===== src/rtl/amp_cfg_queue.sv =====
// amp_cfg_queue: register-write queue and power-up sequencer feeding the
// amplifier I2C byte engine.
//
// Each queued (register, data) write is sent as two bytes on a valid/ready
// handshake. The data byte is flagged with cmd_last.
//
// Optional feature: AMP_CFG_BOOT_SEQ_EN. When defined, a built-in boot table
// is sent after the power-up wait and before any queued write:
// (0x40,0x18) master volume, then (0x35,0x08) I2S input format.
//
// Ports:
//   clk_in, reset         clock; asynchronous active-high reset
//   wr_valid/wr_ready     write-request handshake (wr_reg, wr_data)
//   cmd_valid/cmd_ready   byte handshake toward the I2C engine
//   cmd_byte, cmd_last    register byte, then data byte (last=1)
//   boot_done             power-up wait and boot table finished (sticky)
//   busy                  state is not IDLE
//   fifo_level            number of queued write requests
module amp_cfg_queue #(
    parameter int FIFO_DEPTH   = 4,
    parameter int PWRUP_CYCLES = 1024
) (
    input  logic                          clk_in,
    input  logic                          reset,
    input  logic                          wr_valid,
    output logic                          wr_ready,
    input  logic [7:0]                    wr_reg,
    input  logic [7:0]                    wr_data,
    output logic                          cmd_valid,
    input  logic                          cmd_ready,
    output logic [7:0]                    cmd_byte,
    output logic                          cmd_last,
    output logic                          boot_done,
    output logic                          busy,
    output logic [$clog2(FIFO_DEPTH):0]   fifo_level
);

    localparam int AW = $clog2(FIFO_DEPTH);
    localparam int CW = $clog2(PWRUP_CYCLES + 1);

    typedef enum logic [2:0] {
        ST_PWRUP = 3'd0,
        ST_IDLE  = 3'd1,
        ST_SREG  = 3'd2,
        ST_SDATA = 3'd3
`ifdef AMP_CFG_BOOT_SEQ_EN
        ,
        ST_BREG  = 3'd4,
        ST_BDATA = 3'd5
`endif
    } state_t;

    state_t          state_q, state_d;
    logic [CW-1:0]   cnt_q, cnt_d;
    logic            done_q, done_d;

    logic [15:0]     mem_q [FIFO_DEPTH];
    logic [AW-1:0]   wptr_q, rptr_q;
    logic [AW:0]     level_q, level_d;

    logic            full, empty, push, pop, xfer;
    logic [15:0]     head;

`ifdef AMP_CFG_BOOT_SEQ_EN
    logic            bidx_q, bidx_d;
    logic [15:0]     boot_entry;

    assign boot_entry = bidx_q ? 16'h3508 : 16'h4018;
`endif

    // ---------------- FIFO ----------------
    assign full  = (level_q == (AW+1)'(FIFO_DEPTH));
    assign empty = (level_q == '0);
    assign push  = wr_valid && !full;
    assign xfer  = cmd_valid && cmd_ready;
    assign pop   = xfer && (state_q == ST_SDATA);
    assign head  = mem_q[rptr_q];

    assign level_d = level_q + (AW+1)'(push) - (AW+1)'(pop);

    always_ff @(posedge clk_in) begin
        if (push) begin
            mem_q[wptr_q] <= {wr_reg, wr_data};
        end
    end

    always_ff @(posedge clk_in or posedge reset) begin
        if (reset) begin
            wptr_q  <= '0;
            rptr_q  <= '0;
            level_q <= '0;
        end else begin
            if (push) wptr_q <= wptr_q + AW'(1);
            if (pop)  rptr_q <= rptr_q + AW'(1);
            level_q <= level_d;
        end
    end

    // ---------------- state register ----------------
    always_ff @(posedge clk_in or posedge reset) begin
        if (reset) begin
            state_q <= ST_PWRUP;
            cnt_q   <= '0;
            done_q  <= 1'b0;
`ifdef AMP_CFG_BOOT_SEQ_EN
            bidx_q  <= 1'b0;
`endif
        end else begin
            state_q <= state_d;
            cnt_q   <= cnt_d;
            done_q  <= done_d;
`ifdef AMP_CFG_BOOT_SEQ_EN
            bidx_q  <= bidx_d;
`endif
        end
    end

    // ---------------- next state ----------------
    always_comb begin
        state_d = state_q;
        cnt_d   = cnt_q;
        done_d  = done_q;
`ifdef AMP_CFG_BOOT_SEQ_EN
        bidx_d  = bidx_q;
`endif
        unique case (state_q)
            ST_PWRUP: begin
                if (cnt_q == CW'(PWRUP_CYCLES - 1)) begin
`ifdef AMP_CFG_BOOT_SEQ_EN
                    state_d = ST_BREG;
                    bidx_d  = 1'b0;
`else
                    state_d = ST_IDLE;
                    done_d  = 1'b1;
`endif
                end else begin
                    cnt_d = cnt_q + CW'(1);
                end
            end
`ifdef AMP_CFG_BOOT_SEQ_EN
            ST_BREG: begin
                if (xfer) state_d = ST_BDATA;
            end
            ST_BDATA: begin
                if (xfer) begin
                    if (bidx_q) begin
                        // Go straight to queued writes so there is no
                        // bubble between boot and queued bytes.
                        done_d  = 1'b1;
                        state_d = empty ? ST_IDLE : ST_SREG;
                    end else begin
                        bidx_d  = 1'b1;
                        state_d = ST_BREG;
                    end
                end
            end
`endif
            ST_IDLE: begin
                if (!empty) state_d = ST_SREG;
            end
            ST_SREG: begin
                if (xfer) state_d = ST_SDATA;
            end
            ST_SDATA: begin
                // level_d includes a push landing on the same edge.
                if (xfer) state_d = (level_d != '0) ? ST_SREG : ST_IDLE;
            end
            default: state_d = ST_PWRUP;
        endcase
    end

    // ---------------- outputs ----------------
    always_comb begin
        cmd_valid = 1'b0;
        cmd_byte  = 8'h00;
        cmd_last  = 1'b0;
        unique case (state_q)
`ifdef AMP_CFG_BOOT_SEQ_EN
            ST_BREG: begin
                cmd_valid = 1'b1;
                cmd_byte  = boot_entry[15:8];
            end
            ST_BDATA: begin
                cmd_valid = 1'b1;
                cmd_byte  = boot_entry[7:0];
                cmd_last  = 1'b1;
            end
`endif
            ST_SREG: begin
                cmd_valid = 1'b1;
                cmd_byte  = head[15:8];
            end
            ST_SDATA: begin
                cmd_valid = 1'b1;
                cmd_byte  = head[7:0];
                cmd_last  = 1'b1;
            end
            default: begin
                cmd_valid = 1'b0;
            end
        endcase
    end

    assign wr_ready   = !full;
    assign busy       = (state_q != ST_IDLE);
    assign boot_done  = done_q;
    assign fifo_level = level_q;

endmodule

===== config.mk =====
export PLATFORM = sky130hd
export DESIGN_NAME = amp_cfg_queue
export DESIGN_NICKNAME = d
export VERILOG_FILES = /design/src/rtl/amp_cfg_queue.sv
export SDC_FILE = /design/constraint.sdc
export NUM_CORES = 1
export LEC_CHECK = 0
export CAP_MARGIN = 0
export CORE_AREA = 2 2 95 74
export DETAILED_ROUTE_END_ITERATION = 10
export DIE_AREA = 0 0 97 76
export GPL_TIMING_DRIVEN = 0
export PLACE_DENSITY = 0.85
export SLEW_MARGIN = 10
export SYNTH_ARGS = -nofsm -noshare
export SYNTH_HDL_FRONTEND = slang
export SYNTH_SLANG_ARGS = --single-unit

===== constraint.sdc =====
create_clock -name clk_in -period 2.8 [get_ports clk_in]
set_input_delay 0.28 -clock clk_in [delete_from_list [all_inputs] [get_ports clk_in]]
set_output_delay 0.28 -clock clk_in [all_outputs]
set_load 0.005 [all_outputs]

## Word-level counts from Yosys, hierarchy flattened

Memory sizes are Yosys's and may differ from the RTL's.
Index checks and enable logic that the tools add are counted.

| storage, ports and cells | value |
|---|---|
| bits in writable memories | 64 |
| register bits | 22 |
| memories | 1 |
| output and inout port bits | 16 |
| bits of input ports | 20 |
| word-level logic and storage cells | 45 |

| operators by class | value |
|---|---|
| equality and inequality tests | 10 |
| bitwise logic cells | 1 |
| reductions and logical operators | 11 |
| multiplexer cells | 11 |
| $add $sub $neg | 5 |

Memories:

| name | depth | bits a word | rd ports | clocked after Yosys merged registers in | write ports | RTL line | source |
|---|---|---|---|---|---|---|---|
| mem_q | 4 | 16 | 1 | 0 | 1 | 57 | `logic [15:0] mem_q [FIFO_DEPTH];` |

Operators by type and width:

| operator | count |
|---|---|
| case mux 8 bit (2 select lines) | 1 |
| two-way mux 3 bit | 4 |
| case mux 3 bit (4 select lines) | 1 |
| adder 11 x 1 -> 11 bit, second input constant | 1 |
| == test 11 x 10 -> 1 bit, second input constant | 1 |
| != test 2 bit, second input constant | 4 |
| == test 3 x 2 -> 1 bit, second input constant | 2 |
| zero test 3 bit | 2 |
| adder 2 x 1 -> 2 bit, second input constant | 2 |
| two-way mux 1 bit | 4 |
| AND reduction 2 bit | 2 |
| AND reduction 4 bit | 1 |
| adder 3 x 1 -> 3 bit | 1 |
| == test 3 x 1 -> 1 bit, second input constant | 1 |
| == test 3 bit, second input constant | 1 |
| logical AND 1 bit | 3 |
| != test 3 x 1 -> 1 bit, second input constant | 1 |
| nonzero test 3 bit | 1 |
| subtractor 3 x 1 -> 3 bit | 1 |
| two-way mux 2 bit | 1 |
| OR reduction 2 bit | 1 |
| zero test 1 bit | 1 |
| inverter 1 bit | 1 |

## Longest topological paths before layout

Gate-level depths: netlist of the first run.

| logic depth | value |
|---|---|
| depth in word-level cells | 10 |
| gate-level depth with buffers | 12 |
| depth with buffers taken out | 12 |

## Worst setup path after synthesis of the first run

No wires, ideal clock.

| path | value |
|---|---|
| path type | register to register |
| from | register level_q[1] (netlist: fifo_level[1]) |
| to | register state_q[1] |
| path buffers | 0 |
| period minus slack after synthesis | 2.406 ns |
| library setup time | 0.118 ns |
| setup slack | 0.394 ns |
| required time | 2.682 ns |
| cell stages (with the launch flop) | 13 |
| data arrival time | 2.288 ns |
| cells stage by stage | dfrtp_1 nor2_1 nand2_1 and2_1 inv_1 ha_1 inv_1 ha_1 fa_1 xnor3_1 nor4b_1 nor2_1 a21o_1 |

| on the way | value |
|---|---|
| word-level cells in the longest chain between the ends | 9 |
| elaborated cells between the ends (all ways) | 12 |
| those cells by class | add/sub: 2; eq/ne: 2; mux: 3; reduce/logical: 5 |

Ends and longest elaborated chain:

| item | RTL line | source |
|---|---|---|
| start: declaration | 59 | `logic [AW:0] level_q, level_d;` |
| start signal: assignment | 95 | `level_q <= level_d;` |
| == test 3 bit | 72 | `assign full = (level_q == (AW+1)'(FIFO_DEPTH));` |
| zero test 1 bit | n/a |  |
| net wr_ready | 26 | `output logic wr_ready,` |
| logical AND 1 bit | 74 | `assign push = wr_valid && !full;` |
| adder 3 x 1 -> 3 bit | 79 | `assign level_d = level_q + (AW+1)'(push) - (AW+1)'(pop);` |
| subtractor 3 x 1 -> 3 bit | 79 |  |
| net level_d[2] | 59 |  |
| nonzero test 3 bit | 166 | `if (xfer) state_d = (level_d != '0) ? ST_SREG : ST_IDLE;` |
| two-way mux 2 bit | 166 |  |
| two-way mux 3 bit | 166 |  |
| case mux 3 bit (4 select lines) | 126 | `unique case (state_q)` |
| end signal: assignment | 109 | `state_q <= state_d;` |
| end: declaration | 53 | `state_t state_q, state_d;` |

The timed path passes the listed nets, and every way through them passes these cells. The select of a mux whose other input is x is not followed.
A chain may end at the register's enable or synchronous reset.

## Worst setup path after layout of the first run

| path | value |
|---|---|
| from | register rptr_q[0] |
| to | output port cmd_byte[4] |

| on the way | value |
|---|---|
| word-level cells in the longest chain between the ends | 2 |

Ends and longest elaborated chain:

| item | RTL line | source |
|---|---|---|
| start: declaration | 58 | `logic [AW-1:0] wptr_q, rptr_q;` |
| start signal: assignment | 94 | `if (pop) rptr_q <= rptr_q + AW'(1);` |
| memory (4 x 16 bit) | n/a |  |
| case mux 8 bit (2 select lines) | 177 | `unique case (state_q)` |
| end: declaration | 31 | `output logic [7:0] cmd_byte,` |

No other way between the ends.

==> results.md, run 1 <==
- DRC: 0
- Gr ovfl total: 0
- Wirelength per Cell: 18.2 um
- ANT nets after route: 0
- Antenna cell count: 0
- Reg2Reg Capture Point: state_q[1]
- Pleak: 1.54 nW
- Number of iterations in the first detailed-routing pass: 4
- Clock-pin slew on the worst setup and hold paths: approximately 0.080 ns
- Max-cap viol count: 0
- Starting Density: a little over half
- Root buffer cell: clkbuf_8
- Final instance area: roughly 4300 sq um
- Vias per cell: ~5.5
- Ys Warns: 0
- CP bufs+invs: 3
- DR iter-0 viols: 88
- CP cell instances: buf_4, buf_4, mux4_2, mux2i_1, nor2b_1, clkdlybuf4s50_1
- Largest net degree at the start of global routing: 22
- Layout Nets: 278
- Final Hold Viols: 0
- First-pass GRT wire length: 9960 um
- CTS Buf Count: 9
- Cell Rows: 26
- Net Count, Synth: between 200 and 250
- Outcome: finished clean
- Vias in the first global route: 1,954
- DP Wirelength: 4210 um
- CP Data Required Time: 2.52 ns
- GPL Wtd Cong: between 0.8 and 0.9
- Cell family with most CP delay: buffers and inverters
- Fmax: 0.377 GHz
- #FFs+latches synth: 85
- Die area: between 7000 and 8000 sq um
- Arrival time worst endpoint: 2.37 ns
- Core footprint: 6540 sq um
- Most used cell, CP: buf_4
- Max stage delay on crit path: 0.54 ns
- Worst-path fanout max: 10
- Area Overhead vs Synth: 19.9%
- Final setup vio count: 0
- Initial antenna violation count: 0
- Setup TNS: 0 ns
- Ranking of synthesized cells by area: edfxtp_1, dfrtp_1, mux4_2
- Largest area contributor in the netlist: edfxtp_1
- Final Slew Violations: 0
- Worst vdd ir: 0.484 mV
- Unrepaired setup endpoints after global routing: no
- Reg2reg setup slack: around 0.22 ns
- DP Area: 4010 sq um
- Crit. End Element: output port
- Crit start category: flip-flop
- H-tree depth: 3
- CTS sink cnt: 85
- Worst hold slack: 0.375 ns
- Worst skew pair latency: 0.35 ns
- FF-to-FF path depth: 12
- Worst Skew: just under 0.008 ns
- Post-layout min period: 2.65 ns
- Slew @ Worst Pin: 0.879 ns
- Longest Clk Path Bufs: 2
- Normalized max-slew margin: 41.4%
- Layout cell share with drive strength beyond 1: 17.3%
- Count of different cell masters after synthesis: 37
- Seq/Total Area, Yosys: 68.9%
- Crit share post-route: 94.8%
- Tot GR Track Use: 18.1%
- Die H: 76 um
- Reg2reg start: fifo_level[1]
- Kind of critical path: flip-flop to output port
- CP max-delay cell: mux4_2
- Final wirelength: 6190 um
- Post-synthesis cell count: a little over 200
- Worst Hold Class: input port to asynchronous set/reset pin
- Synthesized area per cell: between 15 and 20 sq um
- IO Pins: 36
- Power per Cell Area: 747 nW/um^2
- Synth top area share: 54.1%
- CTS tree: done
- PortBufs: 35
- Post-Syn Area: approximately 3600 sq um
- Vias: 1,854
- Die Span X: 97 um
==> synthesized netlist by cell type, drive strengths merged <==
cell / instances
o311ai: 1
a41o: 1
xnor2: 4
clkbuf: 2
inv: 9
nand2: 6
ha: 7
and2: 2
mux2i: 8
buf: 5
dfrtp: 21
fa: 1
a21o: 1
and3: 6
nand4b: 1
or3: 1
a31oi: 2
xnor3: 1
o21a: 1
o31ai: 1
xor2: 6
nor3: 3
nor2b: 8
edfxtp: 64
mux4: 16
nand2b: 2
and4: 1
nor2: 7
or2: 1
mux2: 3
o21ai: 1
nand3: 6
nor4b: 3
or4: 1
==> power breakdown <==
part / internal, W / switching, W
clock: 0.000593 / 0.000420
combinational: 0.000229 / 0.000247
sequential: 0.00161 / 0.0000837
==> kinds of logic after synthesis <==
family | share of synthesized area, %
buffers and inverters | 1.97
XOR/XNOR | 3.10
AO/OA/AOI/OAI | 1.80
flip-flops | 68.9
multiplexers | 13.3
adder cells (fa/ha/maj) | 3.03
AND/OR/NAND/NOR | 7.86
==> registers in the layout, summed over array words and instances (netlist names) <==
name        count
wptr_q          2
state_q         2
boot_done       1
cnt_q          11
mem_q          64
fifo_level      3
rptr_q          2
==> worst max-delay path by stage <==
stage / slack, ns / endpoint / cells past startpoint / start
floorplan: 0.39 / state_q[1] / 12 / fifo_level[1]
global placement: 0.003 / state_q[1] / 11 / wr_valid
detailed placement: -0.01 / state_q[1] / 11 / wr_valid
CTS: 0.10 / state_q[1] / 12 / fifo_level[1]
global route: 0.02 / state_q[1] / 12 / fifo_level[1]
finish: 0.15 / cmd_byte[4] / 6 / rptr_q[0]
==> per-layer routing <==
layer  vias to the layer above  global-route usage [%]  part of all wire, %  wire length [um]
li1                        868                       -                    -                 -
met1                       931                    23.6                   42              2620
met2                        44                    29.9                   51              3180
met3                        11                    4.04                  4.5               279
met4                         0                    7.75                  1.8               114
met5                         -                       0                    0                 0
==> through the flow <==
| stage | setup slack (ns) | util, % | total power, W | std cells |
|---|---|---|---|---|
| floorplan | 0.394 | - | 0.00197 | 203 |
| global placement | 0.00335 | 61.3 | 0.00215 | 322 |
| detailed placement | -0.0137 | 61.3 | 0.00218 | 322 |
| CTS | 0.103 | 64.9 | 0.00318 | 338 |
| global route | 0.0227 | 65.1 | 0.00331 | 339 |
| finish | 0.146 | 65.1 | 0.00318 | 339 |
==> cell type report <==
type	instances	area (sq um)
multi-input combinational	102	1040
timing repair buffer	36	358
inverter	9	33.8
tap	84	105
clock buffer	10	128
sequential	85	2450
buffer	7	36.3
clock inverter	6	110
fill	441	2280
==> placed cells by master (no fill, tap or decap), types with 2 or more instances in the layout <==
cell / netlist / routed
nand2b_1: 2 / 2
nand3_1: 5 / 5
bufinv_16: 0 / 3
clkbuf_1: 2 / 3
nor4b_1: 3 / 3
xnor2_1: 4 / 4
a31oi_1: 2 / 2
nor3_1: 3 / 3
buf_2: 2 / 2
buf_4: 2 / 3
clkdlybuf4s50_1: 0 / 35
dfrtp_1: 21 / 21
ha_1: 7 / 7
clkbuf_8: 0 / 9
and3_1: 6 / 6
nand2_1: 6 / 5
nor2_1: 7 / 7
edfxtp_1: 64 / 64
mux2_2: 3 / 3
mux4_2: 16 / 16
nor2b_1: 8 / 8
inv_1: 9 / 9
mux2i_1: 8 / 8
xor2_1: 6 / 6
==> repair_timing <==
action                                  4_1_cts  5_1_grt
endpoints found under the setup margin        0        2
resized for setup                             0        2
buffers inserted                              0        1
endpoints found under the hold margin         0        0
hold buffers                                  0        0
==> worst register-to-register path, cell delays in order (launching register included) <==
cell and delay [ns]:
dfrtp_1 0.43, nor2_1 0.08, nand2_2 0.13, and2_4 0.18, inv_1 0.05, ha_1 0.28, inv_1 0.04, ha_1 0.19
fa_1 0.37, xnor3_1 0.20, nor4b_1 0.25, nor2_1 0.10, a21o_1 0.16
Note: power is estimated with default switching activity, not from simulation.
==> run 2: changes to the inputs <==
SKIP_CTS_REPAIR_TIMING = 1   (was default)
==> results of run 2 <==
No change in the layout: final DEF, timing and power equal those of run 1.
==> run 3: changes to the inputs <==
CAP_MARGIN = default   (was 0)
==> results of run 3 <==
No change in the layout: final DEF, timing and power equal those of run 1.
==> edit 1: new RTL, flow settings as in run 1 <==
The option `AMP_CFG_BOOT_SEQ_EN` is turned on by a define.
--- a/src/rtl/amp_cfg_queue.sv
+++ b/src/rtl/amp_cfg_queue.sv
@@ -18,2 +18,4 @@
 //   fifo_level            number of queued write requests
+`define AMP_CFG_BOOT_SEQ_EN
+
 module amp_cfg_queue #(
Formal check against the unedited RTL: same outputs for any inputs over 10 cycles, from zero or initial values and one cycle with reset high; that may be too few to reach the edited logic, so the function may still have changed.
==> edit 1 against run 1 <==
- core utilization increased by 2.2 points
- sequential share of layout area decreased by 0.77 points
- non-clock buffer count increased by 4
- cell area increased by 3.4%
- clock skew decreased by 0.0016 ns
- global-route usage increased by 2.7 points
- die area unchanged
- synthesized area increased by 5.0%
- power decreased by 4.1%
- routed wire length increased by 16%
- worst setup slack got worse by 0.11 ns
- sequential cell count increased by 2
==> edit 1: results (changes against run 1) <==
logic_synthesis:
  synth_cell_types: 45  # was 37
  ys_top_cells_by_area: "edfxtp_1 (52%), dfrtp_1 (15%), mux4_2 (8.5%), ha_1 (2.3%), xor2_1 (1.9%)"  # was edfxtp_1 (54%), dfrtp_1 (15%), mux4_2 (10%), ha_1 (2.5%), mux2i_1 (2.3%)
  synthArstFlopShare_pct: 26.44  # was 24.71%
  avgSynthCellArea_sq_um: 15.61  # was 17.50 sq um
  ys_seq_area_share_pct: 66.93  # was 68.90%
  synthesis.nets: 267  # was 231
  synth.top_cells.by_count: "edfxtp_1 (64), dfrtp_1 (23), nand2_1 (18)"  # was edfxtp_1 (64), dfrtp_1 (21), mux4_2 (16)
placed_design:
  gp_congestion: 0.8272  # was 0.8238
  pre_cts_ws_ns: -0.3041  # was -0.01374 ns
  place_hpwl_mm: 4.831  # was 4.206 mm
  place_inst: 358  # was 322
  placed_area_sq_um: 4187  # was 4008 sq um
run_status:
  status: "finished clean"  # unchanged
critical_path:
  cp_max_fo: 8  # was 10
  r2r_slack_ns: 0.04  # was 0.22 ns
  reg2reg_depth: 10  # was 12
  cp.arrival_ns: 3.06  # was 2.37 ns
sta:
  worstMarginPinSlew_ns: 0.9138  # was 0.8789 ns
  finalClockSkew_ns: 0.006201  # was 0.007824 ns
  whs_ns: 0.4145  # was 0.3752 ns
clocking:
  cts_buffers: 9  # unchanged
layout:
  final_layout_size_suffix_gt1_share_pct: 17.18  # was 17.25%
  nets: 314  # was 278
  nFillCells: 424  # was 441
global_route:
  grt.total_usage_pct: 20.80  # was 18.12%
  grt_pass1_wl_mm: 11.43  # was 9.963 mm
  antenna_found_initial: 0  # unchanged
power_and_ir_drop:
  p_leak_nw: 1.612  # was 1.541 nW
  vdd_drop_max_mv: 0.7268  # was 0.4843 mV
detailed_routing:
  drt_wl_total_mm: 7.155  # was 6.186 mm
  via_count: 2175  # was 1854
  drt_iter0_drc: 197  # was 88
-- edit 1: cell count changes after synthesis, moves of 3 or more --
| cell | run 1 | this run |
|---|---|---|
| buf_2 | 2 | 6 |
| nor2b_1 | 8 | 2 |
| a22oi_1 | 0 | 4 |
| mux2i_1 | 8 | 3 |
| nand2_1 | 6 | 18 |
| nor4b_1 | 3 | 0 |
| clkbuf_1 | 2 | 5 |
| a21oi_1 | 0 | 9 |
| inv_1 | 9 | 12 |
| nor2_1 | 7 | 10 |
-- edit 1: cells by family after synthesis --
family                     count (synthesis)  share of synthesized area [%]
DFF                                       87                          66.93
and+or+nand+nor                           56                          8.584
AOI/OAI and AO/OA                         32                          5.668
buffers and inverters                     24                          2.616
muxes                                     19                          9.859
xor gates and xnor gates                  13                          3.454
adders and majority gates                  8                          2.884
-- edit 1: final cells by class --
cell class                      instances  area [sq um]  share of cell area [%]
Clock buffer                            9         123.9                   2.813
Sequential cell                        87          2497                   56.70
Timing Repair Buffer                   37         365.4                   8.295
Inverter                               13         48.80                   1.108
Tap cell                               84         105.1                   2.386
Multi-Input combinational cell        128          1141                   25.91
Clock inverter                          7         61.31                   1.392
Buffer                                 10         61.31                   1.392
-- edit 1: power by group --
part,internal (W),leakage (nW),switching (W)
clock,0.000343,0.0961,0.000481
sequential,0.00164,0.886,0.0000782
combinational,0.000238,0.630,0.000274
total,0.00222,1.61,0.000834
-- edit 1: repair_timing --
item                       in CTS  in global routing
gates resized for setup         4                  7
buffers inserted                2                  0
setup endpoints to repair       6                  5
hold endpoints to repair        0                  0
-- edit 1: stage by stage --
| stage | utilization [%] | setup TNS (ns) |
|---|---|---|
| final | 67.36 | 0 |
| after global routing | 67.36 | -0.08127 |
| after CTS | 67.18 | 0 |
| after detailed placement | 64.03 | -0.5187 |
| after global placement | 64.03 | -0.5070 |
| after floorplan | - | 0 |
-- edit 1: path summary, 6_finish.rpt --
kind	end	start
max	state_q[0]	state_q[0]
max in group asynchronous	cnt_q[10]	reset
max reg2reg	state_q[0]	state_q[0]
min reg2reg	cnt_q[7]	cnt_q[7]
min in group clk_in	cnt_q[7]	cnt_q[7]
min	wptr_q[1]	reset
-- edit 1: metal layers --
layer	up-vias	wire length, um	part of all wire, %	global-route usage (%)
met4	0	114	1.6	6.901
met1	1101	3198	45	30.03
li1	999	-	-	-
met3	11	348	4.9	5.413
met5	-	0	0	0
met2	64	3494	49	31.46
-- edit 1: worst max-delay path, stage by stage, from the launching register on --
cell	delay (ns)
dfrtp_1	0.53
nand2_1	0.12
nor2_1	0.26
ha_1	0.18
inv_1	0.04
ha_1	0.18
fa_1	0.37
xnor3_2	0.25
or4_4	0.43
a211o_1	0.28
o21ai_2	0.05
==> edit 2: new RTL, settings of run 1 <==
Made on the original files. Put one more register stage on the output `fifo_level`, with the module's reset. The value now appears one clock later. The other outputs are not delayed to match.
--- a/src/rtl/amp_cfg_queue.sv
+++ b/src/rtl/amp_cfg_queue.sv
@@ -206,3 +206,9 @@
     assign boot_done  = done_q;
-    assign fifo_level = level_q;
+    always_ff @(posedge clk_in or posedge reset) begin
+        if (reset) begin
+            fifo_level <= '0;
+        end else begin
+            fifo_level <= level_q;
+        end
+    end
 
Check against the original RTL: not equivalent (Yosys sat finds a counterexample within 4 cycles, from zero or initial values and one cycle with reset high).
==> edit 2 against run 1 <==
- synthesized area up 1.4%
- synthesized cell count up 5.9%
- worst setup slack better by 0.059 ns
- routed wire length up 5.9%
- cell area up 0.68%
- sequential cell count up 3
Power is not compared: it rests on default switching activity, and its combinational part moved more than twofold at a synthesized area within 25%.
==> edit 2: results (changes against run 1) <==
run_status:
  status: "finished clean"  # unchanged
logic_synthesis:
  synth.top_cells.by_count: "edfxtp_1 (64), dfrtp_1 (24), nand2_1 (20)"  # was edfxtp_1 (64), dfrtp_1 (21), mux4_2 (16)
  ys_seq_area_share_pct: 70.02  # was 68.90%
  synthesis.nets: 243  # was 231
  avgSynthCellArea_sq_um: 16.75  # was 17.50 sq um
  synthArstFlopShare_pct: 27.27  # was 24.71%
  synth_cell_types: 40  # was 37
  ys_top_cells_by_area: "edfxtp_1 (53%), dfrtp_1 (17%), mux4_2 (10%), ha_1 (2.4%), nand2_1 (2.1%)"  # was edfxtp_1 (54%), dfrtp_1 (15%), mux4_2 (10%), ha_1 (2.5%), mux2i_1 (2.3%)
layout:
  n_all_inverters: 10  # was 9
  multi_input_area_sq_um: 1012  # was 1040 sq um
  buf_share_pct: 9.107  # was 9.257%
  final_cells: 350  # was 339
  nets: 289  # was 278
  seqAreaFraction_pct: 58.84  # was 57.48%
  clock_area_share_pct: 5.108  # was 5.583%
  clock_buffer_count: 9  # was 10
  num-nonclk-buffers: 42  # was 43
  multi_input_gates: 110  # was 102
  final_layout_size_suffix_gt1_share_pct: 16.54  # was 17.25%
  multi_input_area_share_pct: 23.61  # was 24.42%
detailed_routing:
  drt_wl_total_mm: 6.548  # was 6.186 mm
  met1Wirelength_mm: 2.790  # was 2.617 mm
  route.met3.wl_um: 481  # was 279 um
  met2_length_mm: 3.152  # was 3.175 mm
  drt_iter0_drc: 173  # was 88
  drtPass1Iterations: 5  # was 4
  viasPerCell: 5.763  # was 5.469
placed_design:
  place_inst: 334  # was 322
  place_hpwl_mm: 4.182  # was 4.206 mm
  gp_congestion: 0.8088  # was 0.8238
  portBuffers: 35  # unchanged
  pre_cts_ws_ns: 0.06441  # was -0.01374 ns
  placed_area_sq_um: 4058  # was 4008 sq um
clocking:
  clock-sinks: 88  # was 85
  post-cts-setup-buffers: 0  # unchanged
sta:
  finalClockSkew_ns: 0.005855  # was 0.007824 ns
  worstMarginPinSlew_ns: 0.9123  # was 0.8789 ns
global_route:
  antenna_found_initial: 0  # unchanged
  grt_pass1_wl_mm: 10.69  # was 9.963 mm
  grt_pass1_vias: 2044  # was 1954
  grt_max_degree: 25  # was 22
  grt.total_usage_pct: 19.44  # was 18.12%
critical_path:
  slowest_stage: "clkdlybuf4s50_1"  # was mux4_2
  cp.arrival_ns: 2.32  # was 2.37 ns
  cp_max_fo: 10  # unchanged
-- edit 2: kinds of logic (layout without fill, tap and decap cells) --
kind of cell	after synthesis	count (layout)	synth area share, %
DFF	88	88	70.02
and+or+nand+nor	54	54	8.059
adders and majority gates	8	8	2.987
xor gates and xnor gates	10	10	2.813
AOI/OAI and AO/OA	19	19	3.161
buffers and inverters	17	68	2.049
muxes	19	19	10.91
-- edit 2: final timing paths --
check	from	to	slack (ns)	cells past startpoint
max	rptr_q[1]	cmd_byte[1]	0.20	6
min	reset	level_q[1]	0.42	2
max reg2reg	level_q[1]	state_q[0]	0.28	12
min reg2reg	level_q[0]	fifo_level[0]	0.45	0
max in group asynchronous	reset	fifo_level[2]	1.82	2
min in group clk_in	level_q[0]	fifo_level[0]	0.45	0
-- edit 2: timing repair --
action	in CTS	in global routing
hold buffers	0	0
hold endpoints to repair	0	0
endpoints found under the setup margin	0	2
gates resized for setup	0	2
-- edit 2: power by group through the flow --
| stage | sequential, W | clock, W | combinational [W] |
|---|---|---|---|
| after floorplan | 0.00186 | 0 | 0.000948 |
| after global placement | 0.00189 | 0 | 0.00151 |
| after detailed placement | 0.00191 | 0 | 0.00157 |
| after CTS | 0.00188 | 0.000960 | 0.00158 |
| after global routing | 0.00191 | 0.00101 | 0.00173 |
| final | 0.00189 | 0.000945 | 0.00159 |
-- edit 2: worst max-delay path: cells and delay by family (launching register included) --
family	cells	cell delay [ns]
AOI/OAI and AO/OA	1	0.19
and+or+nand+nor	1	0.05
DFF	1	0.33
muxes	1	0.28
buffers and inverters	3	1.10
-- edit 2: metal layers --
metal	global-route usage [%]	vias to the layer above
met5	0	-
met4	7.042	0
met3	6.147	15
met2	30.28	81
met1	26.30	1009
li1	-	912
